File: config.mk
export PLATFORM = sky130hd
export DESIGN_NAME = eth_switch_2port
export DESIGN_NICKNAME = d
export VERILOG_FILES = /design/src/rtl/eth_switch_2port.sv
export SDC_FILE = /design/constraint.sdc
export NUM_CORES = 2
export LEC_CHECK = 0
export BUFFER_PORTS_ARGS = -buffer_cell sky130_fd_sc_hd__buf_2
export CAP_MARGIN = 20
export CORE_MARGIN = 1.5
export CORE_UTILIZATION = 40
export CTS_CLUSTER_SIZE = 24
export DETAILED_ROUTE_END_ITERATION = 7
export GPL_TIMING_DRIVEN = 0
export PLACE_DENSITY_LB_ADDON = 0.2
export SLEW_MARGIN = 20
export SYNTH_ARGS = -nofsm -noshare
export SYNTH_HDL_FRONTEND = slang
export SYNTH_MEMORY_MAX_BITS = 65536
export SYNTH_SLANG_ARGS = --single-unit
File: constraint.sdc
create_clock -name clk -period 6.4 [get_ports clk]
set_clock_uncertainty 0.2 [all_clocks]
set_input_delay 0.64 -clock clk [delete_from_list [all_inputs] [get_ports clk]]
set_output_delay 0.64 -clock clk [all_outputs]
set_load 0.01 [all_outputs]
File: src/rtl/eth_switch_2port.sv
// Two-port 32-bit packet switch: per-input FIFOs with SOP/EOP framing, DA-based
// routing, unknown-DA discard and per-output round-robin whole-packet arbitration.
package eth_switch_2port_pkg;
  localparam int unsigned DATA_W = 32;

  typedef struct packed {
    logic              sop;
    logic              eop;
    logic [DATA_W-1:0] data;
  } fifoWord_t;
endpackage

module eth_switch_2port
  import eth_switch_2port_pkg::*;
#(
  parameter logic [DATA_W-1:0] PORTA_ADDR    = 32'h0000_ABCD,
  parameter logic [DATA_W-1:0] PORTB_ADDR    = 32'h0000_BEEF,
  parameter int unsigned       FIFO_DEPTH    = 64,
  parameter int unsigned       MAX_PKT_WORDS = 32
) (
  input  logic              clk,
  input  logic              resetN,
  input  logic [DATA_W-1:0] inDataA,
  input  logic              inSopA,
  input  logic              inEopA,
  input  logic [DATA_W-1:0] inDataB,
  input  logic              inSopB,
  input  logic              inEopB,
  output logic [DATA_W-1:0] outDataA,
  output logic              outSopA,
  output logic              outEopA,
  output logic [DATA_W-1:0] outDataB,
  output logic              outSopB,
  output logic              outEopB,
  output logic              portAStall,
  output logic              portBStall
);
  localparam int unsigned NPORT     = 2;
  localparam int unsigned PTR_W     = $clog2(FIFO_DEPTH);
  localparam int unsigned CNT_W     = PTR_W + 1;
  localparam int unsigned STALL_LVL = FIFO_DEPTH - MAX_PKT_WORDS - 2;

  typedef enum logic [1:0] {ARB_IDLE, ARB_FROM_A, ARB_FROM_B} arbState_t;
  typedef enum logic {DROP_IDLE, DROP_BUSY} dropState_t;

  fifoWord_t        inWord    [NPORT];
  fifoWord_t        fifoMem   [NPORT][FIFO_DEPTH];
  logic [PTR_W-1:0] wrPtr     [NPORT];
  logic [PTR_W-1:0] rdPtr     [NPORT];
  logic [CNT_W-1:0] count     [NPORT];
  logic             inPkt     [NPORT];
  logic             push      [NPORT];
  logic             pop       [NPORT];
  fifoWord_t        head      [NPORT];
  logic             headVld   [NPORT];
  logic             headSop   [NPORT];
  logic             wantA     [NPORT];
  logic             wantB     [NPORT];
  logic             badDa     [NPORT];
  logic             reqFromA  [NPORT];
  logic             reqFromB  [NPORT];
  logic             dropPop   [NPORT];
  dropState_t       dropState [NPORT];
  dropState_t       dropNext  [NPORT];
  arbState_t        arbState  [NPORT];
  arbState_t        arbNext   [NPORT];
  logic             prefB     [NPORT];
  logic             prefBNext [NPORT];
  logic             fwdVld    [NPORT];
  logic             fwdSrc    [NPORT];
  fifoWord_t        outWord   [NPORT];

  always_comb begin
    inWord[0] = '{sop: inSopA, eop: inEopA, data: inDataA};
    inWord[1] = '{sop: inSopB, eop: inEopB, data: inDataB};
  end

  // Input framing and head-of-FIFO route decode.
  always_comb begin
    for (int p = 0; p < NPORT; p++) begin
      push[p]    = (inWord[p].sop || inPkt[p]) && (count[p] != CNT_W'(FIFO_DEPTH));
      head[p]    = fifoMem[p][rdPtr[p]];
      headVld[p] = (count[p] != '0);
      headSop[p] = headVld[p] && head[p].sop;
      wantA[p]   = headSop[p] && (head[p].data == PORTA_ADDR);
      wantB[p]   = headSop[p] && (head[p].data == PORTB_ADDR);
      badDa[p]   = headSop[p] && !wantA[p] && !wantB[p];
    end
    reqFromA[0] = wantA[0];
    reqFromB[0] = wantA[1];
    reqFromA[1] = wantB[0];
    reqFromB[1] = wantB[1];
  end

  // Per-output arbiter; priority only flips when both inputs actually contend.
  always_comb begin
    for (int o = 0; o < NPORT; o++) begin
      arbNext[o]   = arbState[o];
      prefBNext[o] = prefB[o];
      fwdVld[o]    = 1'b0;
      fwdSrc[o]    = 1'b0;
    end
    for (int o = 0; o < NPORT; o++) begin
      unique case (arbState[o])
        ARB_IDLE: begin
          if (reqFromA[o] && !(reqFromB[o] && prefB[o])) begin
            fwdVld[o]  = 1'b1;
            fwdSrc[o]  = 1'b0;
            arbNext[o] = ARB_FROM_A;
          end else if (reqFromB[o]) begin
            fwdVld[o]  = 1'b1;
            fwdSrc[o]  = 1'b1;
            arbNext[o] = ARB_FROM_B;
          end
          if (reqFromA[o] && reqFromB[o]) prefBNext[o] = !prefB[o];
        end
        ARB_FROM_A, ARB_FROM_B: begin
          fwdSrc[o] = (arbState[o] == ARB_FROM_B);
          // A fresh SOP at the head means the sender cut the packet short.
          if (headSop[fwdSrc[o]]) begin
            arbNext[o] = ARB_IDLE;
          end else if (headVld[fwdSrc[o]]) begin
            fwdVld[o] = 1'b1;
            if (head[fwdSrc[o]].eop) arbNext[o] = ARB_IDLE;
          end
        end
        default: arbNext[o] = ARB_IDLE;
      endcase
    end
  end

  // Unknown-DA discard, one word per cycle through EOP.
  always_comb begin
    for (int p = 0; p < NPORT; p++) begin
      dropNext[p] = dropState[p];
      dropPop[p]  = 1'b0;
      case (dropState[p])
        DROP_IDLE: begin
          if (badDa[p]) begin
            dropPop[p] = 1'b1;
            if (!head[p].eop) dropNext[p] = DROP_BUSY;
          end
        end
        DROP_BUSY: begin
          if (headSop[p]) begin
            dropNext[p] = DROP_IDLE;
          end else if (headVld[p]) begin
            dropPop[p] = 1'b1;
            if (head[p].eop) dropNext[p] = DROP_IDLE;
          end
        end
      endcase
    end
  end

  always_comb begin
    for (int p = 0; p < NPORT; p++) begin
      pop[p] = dropPop[p]
            || (fwdVld[0] && (fwdSrc[0] == 1'(p)))
            || (fwdVld[1] && (fwdSrc[1] == 1'(p)));
    end
  end

  always_ff @(posedge clk or negedge resetN) begin
    if (!resetN) begin
      for (int p = 0; p < NPORT; p++) begin
        wrPtr[p]     <= '0;
        rdPtr[p]     <= '0;
        count[p]     <= '0;
        inPkt[p]     <= 1'b0;
        dropState[p] <= DROP_IDLE;
        arbState[p]  <= ARB_IDLE;
        prefB[p]     <= 1'b0;
        outWord[p]   <= '0;
      end
    end else begin
      for (int p = 0; p < NPORT; p++) begin
        if (push[p]) wrPtr[p] <= wrPtr[p] + PTR_W'(1);
        if (pop[p])  rdPtr[p] <= rdPtr[p] + PTR_W'(1);
        if (push[p] && !pop[p])      count[p] <= count[p] + CNT_W'(1);
        else if (!push[p] && pop[p]) count[p] <= count[p] - CNT_W'(1);
        if (inWord[p].sop)      inPkt[p] <= 1'b1;
        else if (inWord[p].eop) inPkt[p] <= 1'b0;
        dropState[p] <= dropNext[p];
        arbState[p]  <= arbNext[p];
        prefB[p]     <= prefBNext[p];
        outWord[p]   <= fwdVld[p] ? head[fwdSrc[p]] : '0;
      end
    end
  end

  always_ff @(posedge clk) begin
    for (int p = 0; p < NPORT; p++) begin
      if (push[p]) fifoMem[p][wrPtr[p]] <= inWord[p];
    end
  end

  assign outDataA   = outWord[0].data;
  assign outSopA    = outWord[0].sop;
  assign outEopA    = outWord[0].eop;
  assign outDataB   = outWord[1].data;
  assign outSopB    = outWord[1].sop;
  assign outEopB    = outWord[1].eop;
  assign portAStall = (count[0] >= CNT_W'(STALL_LVL));
  assign portBStall = (count[1] >= CNT_W'(STALL_LVL));

endmodule

==> results by group <==
Status
  – Run status: complete, but fails checks
  – Violated checks: design-rule violations, negative hold slack, negative setup slack

Drt
  – Final ANT Viol Nets: 0
  – Routed wire length per instance: 45.5 um
  – Post-DR vias/cell: 6.56
  – DR pass1 iterations: 8
  – Vias: 104000
  – DR DRC count: 2
  – Starting DRT DRC Count: 19500
  – Total Routed Length: 719 mm

Logic synthesis
  – Synthesized area: 173000 um2
  – Largest family of logic cells by synthesized area: multiplexers
  – Compound-cell area share of the yosys netlist: 3.40%
  – Area fraction of the dominant cell type after synthesis: 75.5%
  – Primary FF master, synth: edfxtp_1
  – Syn avg cell area: 21.0 um2
  – Yosys warning count: 0
  – Synth cell count leaders: edfxtp_1, mux4_2, mux2i_1
  – Cell taking the most area after synthesis: edfxtp_1
  – Post-Syn Nets: 8324
  – Most common cell in the netlist: edfxtp_1
  – Mux contribution to synthesized area: 15.4%
  – Xor/xnor cell area share of the yosys netlist: 0.172%
  – EDFF count, synth: 4352
  – Synthesis-stage register bit count: 4468
  – Post-synth cell types: 86
  – Post-Synth Simple-Gate Area: 2.20%
  – FFs w/ async S/R, synth: 2.60%
  – Synth Area in Adders: 0.182%
  – Sequential cell area fraction in the yosys report: 77.1%
  – Mapped Cells: 8230
  – Synth top area cells: edfxtp_1, mux4_2, mux2i_1

CTS
  – Clock buffer count from CTS: 452
  – Clock sinks: 4468
  – Reg clk slew, reported paths: 0.06 ns
  – Worst skew pair latency: 1.05 ns
  – Clk buf depth: 4
  – H-tree levels: 5
  – CTS tree: done
  – Root Driver: clkbuf_16

Hold path
  – Hold Path Cell Cnt: 1
  – Hold Startpoint: inDataA[23]
  – Min-delay worst type: input pin to register
  – Min-Delay Endpoint: fifoMem[0][1553]$_DFFE_PP_

Global routing
  – GRT overflow: 0
  – Vias in the first global route: 96200
  – Antenna violations before repair: 92
  – Global Route Usage Sum: 32.4%
  – Global-route wire length before repair: 928 mm
  – Largest net degree at the start of global routing: 67

Cells and area
  – Design area: 215000 um2
  – Fill cell total of the finished layout: 34200
  – Area occupied by multi-input gates: 39800 um2
  – NumNets Final: 9610
  – Layout cells sized above 1: 33.0%
  – Sequential cell area: 134000 um2
  – Area grow syn2layout: 24.1%

Placed design
  – I/O Buffers: 139
  – Final GP Congestion: 0.937
  – Placed instance area: 192000 um2
  – Detailed placement HPWL: 494 mm

Job
  – Max Cap Violations: 0

Pwr
  – Peak VDD IR: 0.284 mV
  – Total power: 106 mW
  – Leakage power: 70.1 nW
  – Pwr/cell area: 493 nW/um2

Critical path
  – R2R Path Start: rdPtr[1]$_DFFE_PN0P_
  – Critical Path AT: 7.17 ns
  – Critical path type: register to register
  – Setup crit end kind: register
  – R2R cell count: 18
  – WP data required: 6.96 ns
  – Reg-to-Reg End: outDataA[26]$_DFF_PN0_
  – Type of origin of the critical path: register
  – FF-to-FF setup slack: -0.21 ns
  – Max Fanout on Critical Path: 13

Floorplan
  – Die Width: 661 um
  – Ports: 140
  – FP Rows: 241
  – Chip height: 661 um
  – Core Region: 431000 um2
  – Starting Density: 40.2%
  – Die ar.: 437000 um2

Timing
  – Max Fclk: 0.151 GHz
  – Unrepaired setup endpoints after global routing: true
  – Relative slew margins: 2.09%
  – Tcrit/Tclk final: 103%
  – Final min period: 6.61 ns
  – Final WS setup: -0.208 ns
  – Final setup viols: 8
  – Final-report max-slew violation count: 0
  – Final Hold Fails: 80
  – Fin Hold WS: -0.0318 ns
  – Worst slew pin tran: 1.46 ns
-- logic make-up after synthesis --
family          Yosys count
compound gates          837
simple gates            831
fa+ha+maj                24
xor+xnor                 34
flops                  4468
mux                    1548
buf+inv                 488
-- per-stage QoR --
stage          TNS (ns)  instances  worst slack (ns)  util [%]
2_1_floorplan         0       8230             0.583         -
3_3_place_gp          -      14100             -4.05      42.0
3_5_place_dp    -187.92      14500             -3.27      44.6
4_1_cts         -0.0162      15500           -0.0162      49.5
5_1_grt          -0.322      15800            -0.199      49.8
6_report         -0.917      15800            -0.208      49.9
-- what timing repair did --
action                      CTS  global route
hold buffers                  5            11
pin swaps                    51            34
hold endpoints to repair    166           139
cloned                        3             0
buffers inserted            178            49
resized for setup          1215            75
setup endpoints to repair   102            10
-- cell type report --
| class | count | area share (%) |
|---|---|---|
| Tap cell | 5710 | 3.33 |
| Sequential cell | 4468 | 62.2 |
| Multi-Input combinational cell | 3274 | 18.5 |
| Buffer | 453 | 2.86 |
| Antenna cell | 172 | 0.200 |
| Clock buffer | 566 | 5.57 |
| Timing Repair Buffer | 837 | 6.01 |
| Inverter | 30 | 0.0582 |
| Clock inverter | 275 | 1.26 |
-- registers in the layout, summed over array words and instances, names as in the netlist --
name	cells
outDataA	32
outEopA	1
dropState	2
count	14
outSopA	1
fifoMem	4352
wrPtr	12
inPkt	2
rdPtr	12
outDataB	32
outEopB	1
prefB	2
arbState	4
outSopB	1
-- worst max-delay path by stage --
stage	from	endpoint	slack (ns)	depth (start not counted)
6_report	rdPtr[1]$_DFFE_PN0P_	outDataA[26]$_DFF_PN0_	-0.21	18
5_1_grt	rdPtr[6]$_DFFE_PN0P_	count[13]$_DFFE_PN0P_	-0.20	29
4_1_cts	rdPtr[0]$_DFFE_PN0P_	count[13]$_DFFE_PN0P_	-0.02	24
3_5_place_dp	rdPtr[8]$_DFFE_PN0P_	count[13]$_DFFE_PN0P_	-3.27	27
3_3_place_gp	rdPtr[11]$_DFFE_PN0P_	count[6]$_DFFE_PN0P_	-4.05	21
2_1_floorplan	rdPtr[0]$_DFFE_PN0P_	count[13]$_DFFE_PN0P_	0.58	26
-- worst max-delay path, stage by stage, from the launching register on --
cell and delay, ns:
dfrtp_2 0.51, buf_12 0.21, and2_1 0.16, clkbuf_2 0.49, clkbuf_2 0.52, a22oi_1 0.20
a31oi_1 0.31, o21ai_2 0.19, a21oi_4 0.34, and4b_1 0.29, nor3b_4 0.30, nand3_4 0.16
buf_4 0.17, buf_4 0.13, o31ai_4 0.35, buf_4 0.21, buf_2 0.33, mux2i_1 0.13
nor2_1 1.10
-- metal layers --
layer,global-route usage (%),part of all wire (%)
met2,46.6,43
met1,43.5,36
met4,19.3,7.2
met5,0.122,0.043
met3,9.93,14
-- cells in the final DEF (no fill, tap or decap), types with 102 or more instances in the layout --
master     netlist  layout
a21oi_1        132     107
nor2_1         289     137
buf_16           0     225
mux4_2         882     882
buf_4           96     308
buf_2          131     102
buf_12           0     341
diode_2          0     172
a22oi_1        180     167
clkbuf_1       151     124
nor2_4           0     136
mux2i_1        600     550
dfrtp_1        116     111
edfxtp_1      4352    4352
nand2_1        277     267
clkinv_1         0     111
clkbuf_16        0     466
-- power breakdown --
part,switching (mW),total (mW),internal [mW],leakage [nW]
Sequential,0.505,34.4,33.9,40.7
Clock,11.6,26.7,15.1,7.13
Combinational,28.1,44.8,16.7,22.3
Total,40.2,106,65.7,70.1
No activity file was read; power rests on OpenSTA's default activity.
